## src/rtl/seq_priority_encoder.sv

```systemverilog
// Sequential priority encoder: walks every set bit of an accepted vector,
// one index per beat, with last flag, all-zero flag and popcount.
module seq_priority_encoder #(
  parameter int N         = 16,
  parameter int W         = $clog2(N),
  parameter int CW        = $clog2(N + 1),
  parameter bit MSB_FIRST = 1'b0
) (
  input  logic          clk,
  input  logic          rst_n,
  input  logic [N-1:0]  in_vec,
  input  logic          in_valid,
  output logic          in_ready,
  output logic [W-1:0]  out_idx,
  output logic          out_valid,
  input  logic          out_ready,
  output logic          out_last,
  output logic          out_none,
  output logic [CW-1:0] out_cnt
);

  localparam logic [0:0] IDLE = 1'b0;
  localparam logic [0:0] SCAN = 1'b1;

  logic [0:0]    state;
  logic [N-1:0]  pend;
  logic [N-1:0]  sel;
  logic [CW-1:0] cnt;
  logic          none;
  logic          awake;
  logic [W-1:0]  idx;
  logic          one_left;
  logic          accept;
  logic          take;

  function automatic logic [CW-1:0] popcnt(input logic [N-1:0] v);
    logic [CW-1:0] c;
    c = '0;
    for (int i = 0; i < N; i++) begin
      c = c + CW'(v[i]);
    end
    return c;
  endfunction

  // Later loop iterations override earlier ones, so the loop
  // direction decides which end of the vector wins.
  always_comb begin
    idx = '0;
    sel = '0;
    if (MSB_FIRST) begin
      for (int i = 0; i < N; i++) begin
        if (pend[i]) begin
          idx    = W'(i);
          sel    = '0;
          sel[i] = 1'b1;
        end
      end
    end else begin
      for (int i = N - 1; i >= 0; i--) begin
        if (pend[i]) begin
          idx    = W'(i);
          sel    = '0;
          sel[i] = 1'b1;
        end
      end
    end
  end

  assign one_left  = ~|(pend & (pend - N'(1)));
  assign in_ready  = awake & (state == IDLE);
  assign out_valid = (state == SCAN);
  assign out_idx   = idx;
  assign out_last  = (state == SCAN) & one_left;
  assign out_none  = none;
  assign out_cnt   = cnt;

  assign accept = in_valid & in_ready;
  assign take   = out_valid & out_ready;

  always_ff @(posedge clk or negedge rst_n) begin
    if (!rst_n) begin
      state <= IDLE;
      pend  <= '0;
      cnt   <= '0;
      none  <= 1'b0;
      awake <= 1'b0;
    end else begin
      awake <= 1'b1;
      unique case (state)
        IDLE: begin
          if (accept) begin
            pend  <= in_vec;
            cnt   <= popcnt(in_vec);
            none  <= ~|in_vec;
            state <= SCAN;
          end
        end
        SCAN: begin
          if (take) begin
            pend <= pend & ~sel;
            if (one_left) begin
              state <= IDLE;
            end
          end
        end
        default: state <= IDLE;
      endcase
    end
  end

endmodule

```

## config.mk

```make
export PLATFORM = sky130hd
export DESIGN_NAME = seq_priority_encoder
export DESIGN_NICKNAME = d
export VERILOG_FILES = /design/src/rtl/seq_priority_encoder.sv
export SDC_FILE = /design/constraint.sdc
export NUM_CORES = 1
export LEC_CHECK = 0
export CELL_PAD_IN_SITES_DETAIL_PLACEMENT = 2
export CELL_PAD_IN_SITES_GLOBAL_PLACEMENT = 2
export CORE_ASPECT_RATIO = 0.5
export CORE_UTILIZATION = 29
export CTS_BUF_LIST = sky130_fd_sc_hd__clkbuf_8
export CTS_CLUSTER_SIZE = 25
export DETAILED_ROUTE_END_ITERATION = 8
export GPL_TIMING_DRIVEN = 0
export PLACE_DENSITY_LB_ADDON = 0.05
export SLEW_MARGIN = 5
export SYNTH_ARGS = -nofsm -noshare
export SYNTH_HDL_FRONTEND = slang
export SYNTH_SLANG_ARGS = --single-unit
export TNS_END_PERCENT = 100
```

## constraint.sdc

```tcl
create_clock -name clk -period 2 [get_ports clk]
set_clock_uncertainty 0.1 [all_clocks]
set_input_delay 0.4 -clock clk [delete_from_list [all_inputs] [get_ports clk]]
set_output_delay 0.4 -clock clk [all_outputs]
set_load 0.005 [all_outputs]
```

* Word level (Yosys, flattened, before mapping)
Cells that the tools add are included.
** Word-level totals
- Logic and storage cells :: 76
- Input port bits :: 20
- Flip-flop bits (word level) :: 24
- Output and inout bits :: 13
** Operators by class
- $add $sub $neg :: 16
- Muxes and demuxes :: 39
- Equality and inequality tests :: 2
- Bitwise logic cells :: 8
- Reductions and logical operators :: 6
** Operators with widths (count)
- $mux W16 :: 18
- $mux W4 :: 16
- $add A5 B1 Y5 :: 11
- $and A16 B16 Y16 :: 2
- $pmux W16 S2 :: 1
- $reduce_or A16 Y1 :: 2
- $not A16 Y16 :: 1
- $sub A16 B1 Y16 const B :: 1
- $add A4 B1 Y5 :: 1
- $add A3 B1 Y4 :: 1
- $and A1 B1 Y1 :: 4
- $reduce_and A2 Y1 :: 2
- $add A2 B1 Y3 :: 1
- $mux W1 :: 3
- $add A1 B1 Y2 :: 1
- $logic_not A1 Y1 :: 2
- $ne A2 B1 Y1 const B :: 1
- $ne A2 B2 Y1 const B :: 1
- $pmux W1 S2 :: 1
- $not A1 Y1 :: 1

* Depth between registers and ports, before layout
- Depth after elaboration :: 20
- Mapped depth :: 13

* Worst setup path before layout
OpenSTA, ideal clock, no wires.
- Path kind :: input port to flip-flop
- Start point :: input in_vec[11]
- End point :: register cnt[4], in the netlist out_cnt[4]
- Stages :: 13
- Path slack :: -1.617 ns
- Buffers on the path :: 0
- Arrival time :: 3.396 ns
- Setup time :: 0.121 ns
- Cell sequence :: inv_1 fa_1 inv_1 fa_1 inv_1 fa_1 fa_1 inv_1 ha_1 fa_1 a21oi_1 nor2_1 a22o_1
** On the way
- Word-level cells in the longest chain between the ends :: 5
** RTL lines
- start: declaration :: RTL line 11 : input logic [N-1:0] in_vec,
- $add A5 B1 Y5 (5 in series) :: RTL line 40 : c = c + CW'(v[i]);
- end signal: assignment :: RTL line 93 : cnt <= popcnt(in_vec);
- end: declaration :: RTL line 28 : logic [CW-1:0] cnt;
Every way passes these cells.
A chain may end at the register's enable or synchronous reset.

* Final worst setup path
Ends and elaborated chain as after synthesis.

==> flow_summary.ini <==
[outcome]
status = complete, but fails checks
violations = negative setup slack

[timing]
maxSlewHeadroom_pct = 18.4
period_needed_ns = 3.52
rsz0062_at_grt = true
timing.hold.ws_ns = 0.279
setup_violations = 12
hold_viol_final = 0
worstMarginPinSlew_ns = 1.22
period_share_pct = 176
fmax_ghz = 0.284
fin_ws_ns = -1.52
maxSlewViolCount = 0

[placement]
gp_congestion = 0.749
hpwlAfterDp_um = 5100
io_buffers = 32
place_area_mm2 = 0.00238
dp_cells = 342

[drt]
wl_per_cell_um = 19.6
drt_iter0_drc = 61
drc = 0
num_vias = 1916
first_pass_iters = 4
ant_nets = 0
finalWirelength_um = 7450
vias_per_cell = 5.04

[floorplanning]
rows = 20
die_height_um = 59.2
coreArea_mm2 = 0.00618
die_area_mm2 = 0.00688
die-width_um = 116
ios = 33
initial_core_util_pct = 30.6

[yosys]
synth.area.top_cells = dfrtp_1, fa_1, inv_1
synthesis.area_mm2 = 0.00189
syn_nets = 258
synth_edf_count = 0
syn_avg_cell_area_um2 = 8.53
synth_top_area_cell = dfrtp_1
yosysWarningCount = 0
ys_seq_area_share_pct = 31.7
syn_inst = 222
synth_seq_cells = 24
synth_ff_type = dfrtp_1
async_reset_ff_share_pct = 100
ys_types = 52
synth_top_area_share_pct = 31.7

[setup_path]
crit_fanout = 2
critical_path.cell_chain = buf_8 > inv_8 > fa_1 > inv_2 > fa_1 > inv_2 > fa_2 > fa_1 > inv_2 > ha_4 > fa_2 > a21oi_2 > nor2_1 > a22o_1
r2r_cells = 8
max_stage_delay_ns = 0.57
end_kind = flop
worstPathRequired_ns = 2.07
arrival_ns = 3.58
start_kind = primary input
cpMaxStageDelayCell = fa_1
r2r-end = pend[11]
critPathKind = primary input to flop
rrSetupSlack_ns = -0.17
regToRegStartpoint = pend[1]

[clocking]
cts.reportedPaths.clkPinSlew_ns = 0.10
clockRootBuffer = clkbuf_8
cts_tree = built
insertion_delay_ns = 0.28
cts.sinks = 24
postCtsHoldBufs = 0
cts-buffers-inserted = 3
cts_max_level = 1
cts.path.max_buffers = 2

[layout]
layoutNonFillerInstCount = 380
fillCellCount = 675
multi_input_area_mm2 = 0.00124
areaGrowthSynthToFinish_pct = 49.3
diodes = 0
stdcell_area_mm2 = 0.00283
final_core_util_pct = 45.8
seq_area_um2 = 607
drive_above_1_share_pct = 37.0
fin_nets = 329

[grt]
grt_pass1_vias = 2043
grt_first_pass_wirelength_um = 11300
grt_usage_pct = 22.6
gr-total-overflow = 0
grt_start_max_net_pins = 25
antenna_found_initial = 0

[power]
ir_drop_mv = 0.550
p_per_area_mw_per_mm2 = 1590
leakage_nw = 1.28

[worst_hold_path]
worstHoldPathCells = 3
hold_path.class = primary input to flop
min_from = in_vec[13]
min_to = pend[13]

[flow_run]
maxCapViolCount = 0
-- stage by stage --
| stage | total power [W] | setup TNS [ns] | setup WS [ns] |
|---|---|---|---|
| finish | 0.00451 | -8.56 | -1.52 |
| global route | 0.00483 | -9.58 | -1.60 |
| CTS | 0.00424 | -9.51 | -1.71 |
| detailed placement | 0.00327 | -13.89 | -2.36 |
| global placement | 0.00315 | -12.82 | -2.27 |
| floorplan | 0.00240 | -6.60 | -1.51 |
-- power breakdown --
part / leakage (nW) / internal (W) / switching (W)
clock: 0.0357 / 0.000268 / 0.000178
sequential: 0.300 / 0.000678 / 0.000293
combinational: 0.942 / 0.00157 / 0.00152
total: 1.28 / 0.00252 / 0.00199
-- synth_stat cells (2+ instances only) --
cell / number
inv_1: 31
dfrtp_1: 24
nor2_1: 20
a21oi_1: 17
nand2_1: 15
o21ai_1: 12
fa_1: 10
o21ai_0: 9
ha_1: 6
nor3_1: 6
o22ai_1: 6
clkbuf_1: 5
nor4_1: 4
buf_4: 3
nor2b_1: 3
a211oi_1: 2
a21boi_0: 2
a21o_1: 2
a22o_1: 2
a31oi_1: 2
buf_2: 2
maj3_1: 2
mux2i_1: 2
nand3_1: 2
nand4_1: 2
o21a_1: 2
o21bai_1: 2
o31a_1: 2
or4_1: 2
-- cells in the final DEF (no fill, tap or decap), types with 7 or more instances in the layout --
cell type / Yosys / layout
buf_4: 3 / 31
inv_1: 31 / 20
dfrtp_1: 24 / 19
clkdlybuf4s50_1: 0 / 17
nor2_1: 20 / 16
a21oi_1: 17 / 14
buf_6: 1 / 13
nand2_1: 15 / 13
o21ai_1: 12 / 13
inv_2: 0 / 8
buf_2: 2 / 8
o21ai_0: 9 / 7
fa_1: 10 / 7
-- kinds of logic after synthesis --
logic type,count (synthesis),synth area share (%)
AND/OR/NAND/NOR,62,17.1
AO/OA/AOI/OAI,69,23.0
adder cells (fa/ha/maj),19,16.2
other,1,0.198
buffers and inverters,43,9.84
multiplexers,2,1.06
flip-flops,24,31.7
XOR/XNOR,2,0.925
-- sequential cells by signal (all words and copies together), names as in the netlist --
| signal | flops |
|---|---|
| out_cnt | 5 |
| pend | 16 |
| awake | 1 |
| out_none | 1 |
| out_valid | 1 |
-- worst max path at each step --
stage                     startpoint          to  cells after the start
after floorplan            in_vec[9]  out_cnt[4]                     11
after global placement    in_vec[11]  out_cnt[4]                     14
after detailed placement  in_vec[11]  out_cnt[4]                     14
after CTS                 in_vec[15]  out_cnt[4]                     14
after global routing      in_vec[11]  out_cnt[4]                     14
final                     in_vec[11]  out_cnt[4]                     14
-- critical path, delay by kind of cell --
kind	cells	cell delay [ns]
AND/OR/NAND/NOR	1	0.06
adder cells (fa/ha/maj)	6	2.54
AO/OA/AOI/OAI	2	0.33
buffers and inverters	5	0.27
-- layer usage --
metal / track usage [%] / part of all wire [%] / up-vias
li1: - / - / 905
met1: 31.2 / 49 / 980
met2: 39.4 / 48 / 29
met3: 3.27 / 2.3 / 2
met4: 1.65 / 0.20 / 0
met5: 0 / 0 / -
-- area by class of cell --
cell class / count / share of cell area, %
flip-flops and latches: 24 / 21.5
inverters: 31 / 4.73
well taps: 88 / 3.89
clock buffers: 3 / 1.46
repair buffers: 68 / 20.7
multi-input cells: 155 / 43.8
plain buffers: 10 / 2.96
clock inverters: 1 / 1.06
-- repair_timing --
item | CTS | global route
gates resized for setup | 77 | 34
endpoints found under the setup margin | 15 | 22
pin swaps | 24 | 21
setup buffers | 22 | 15
Power figures use the tool's default switching activity.
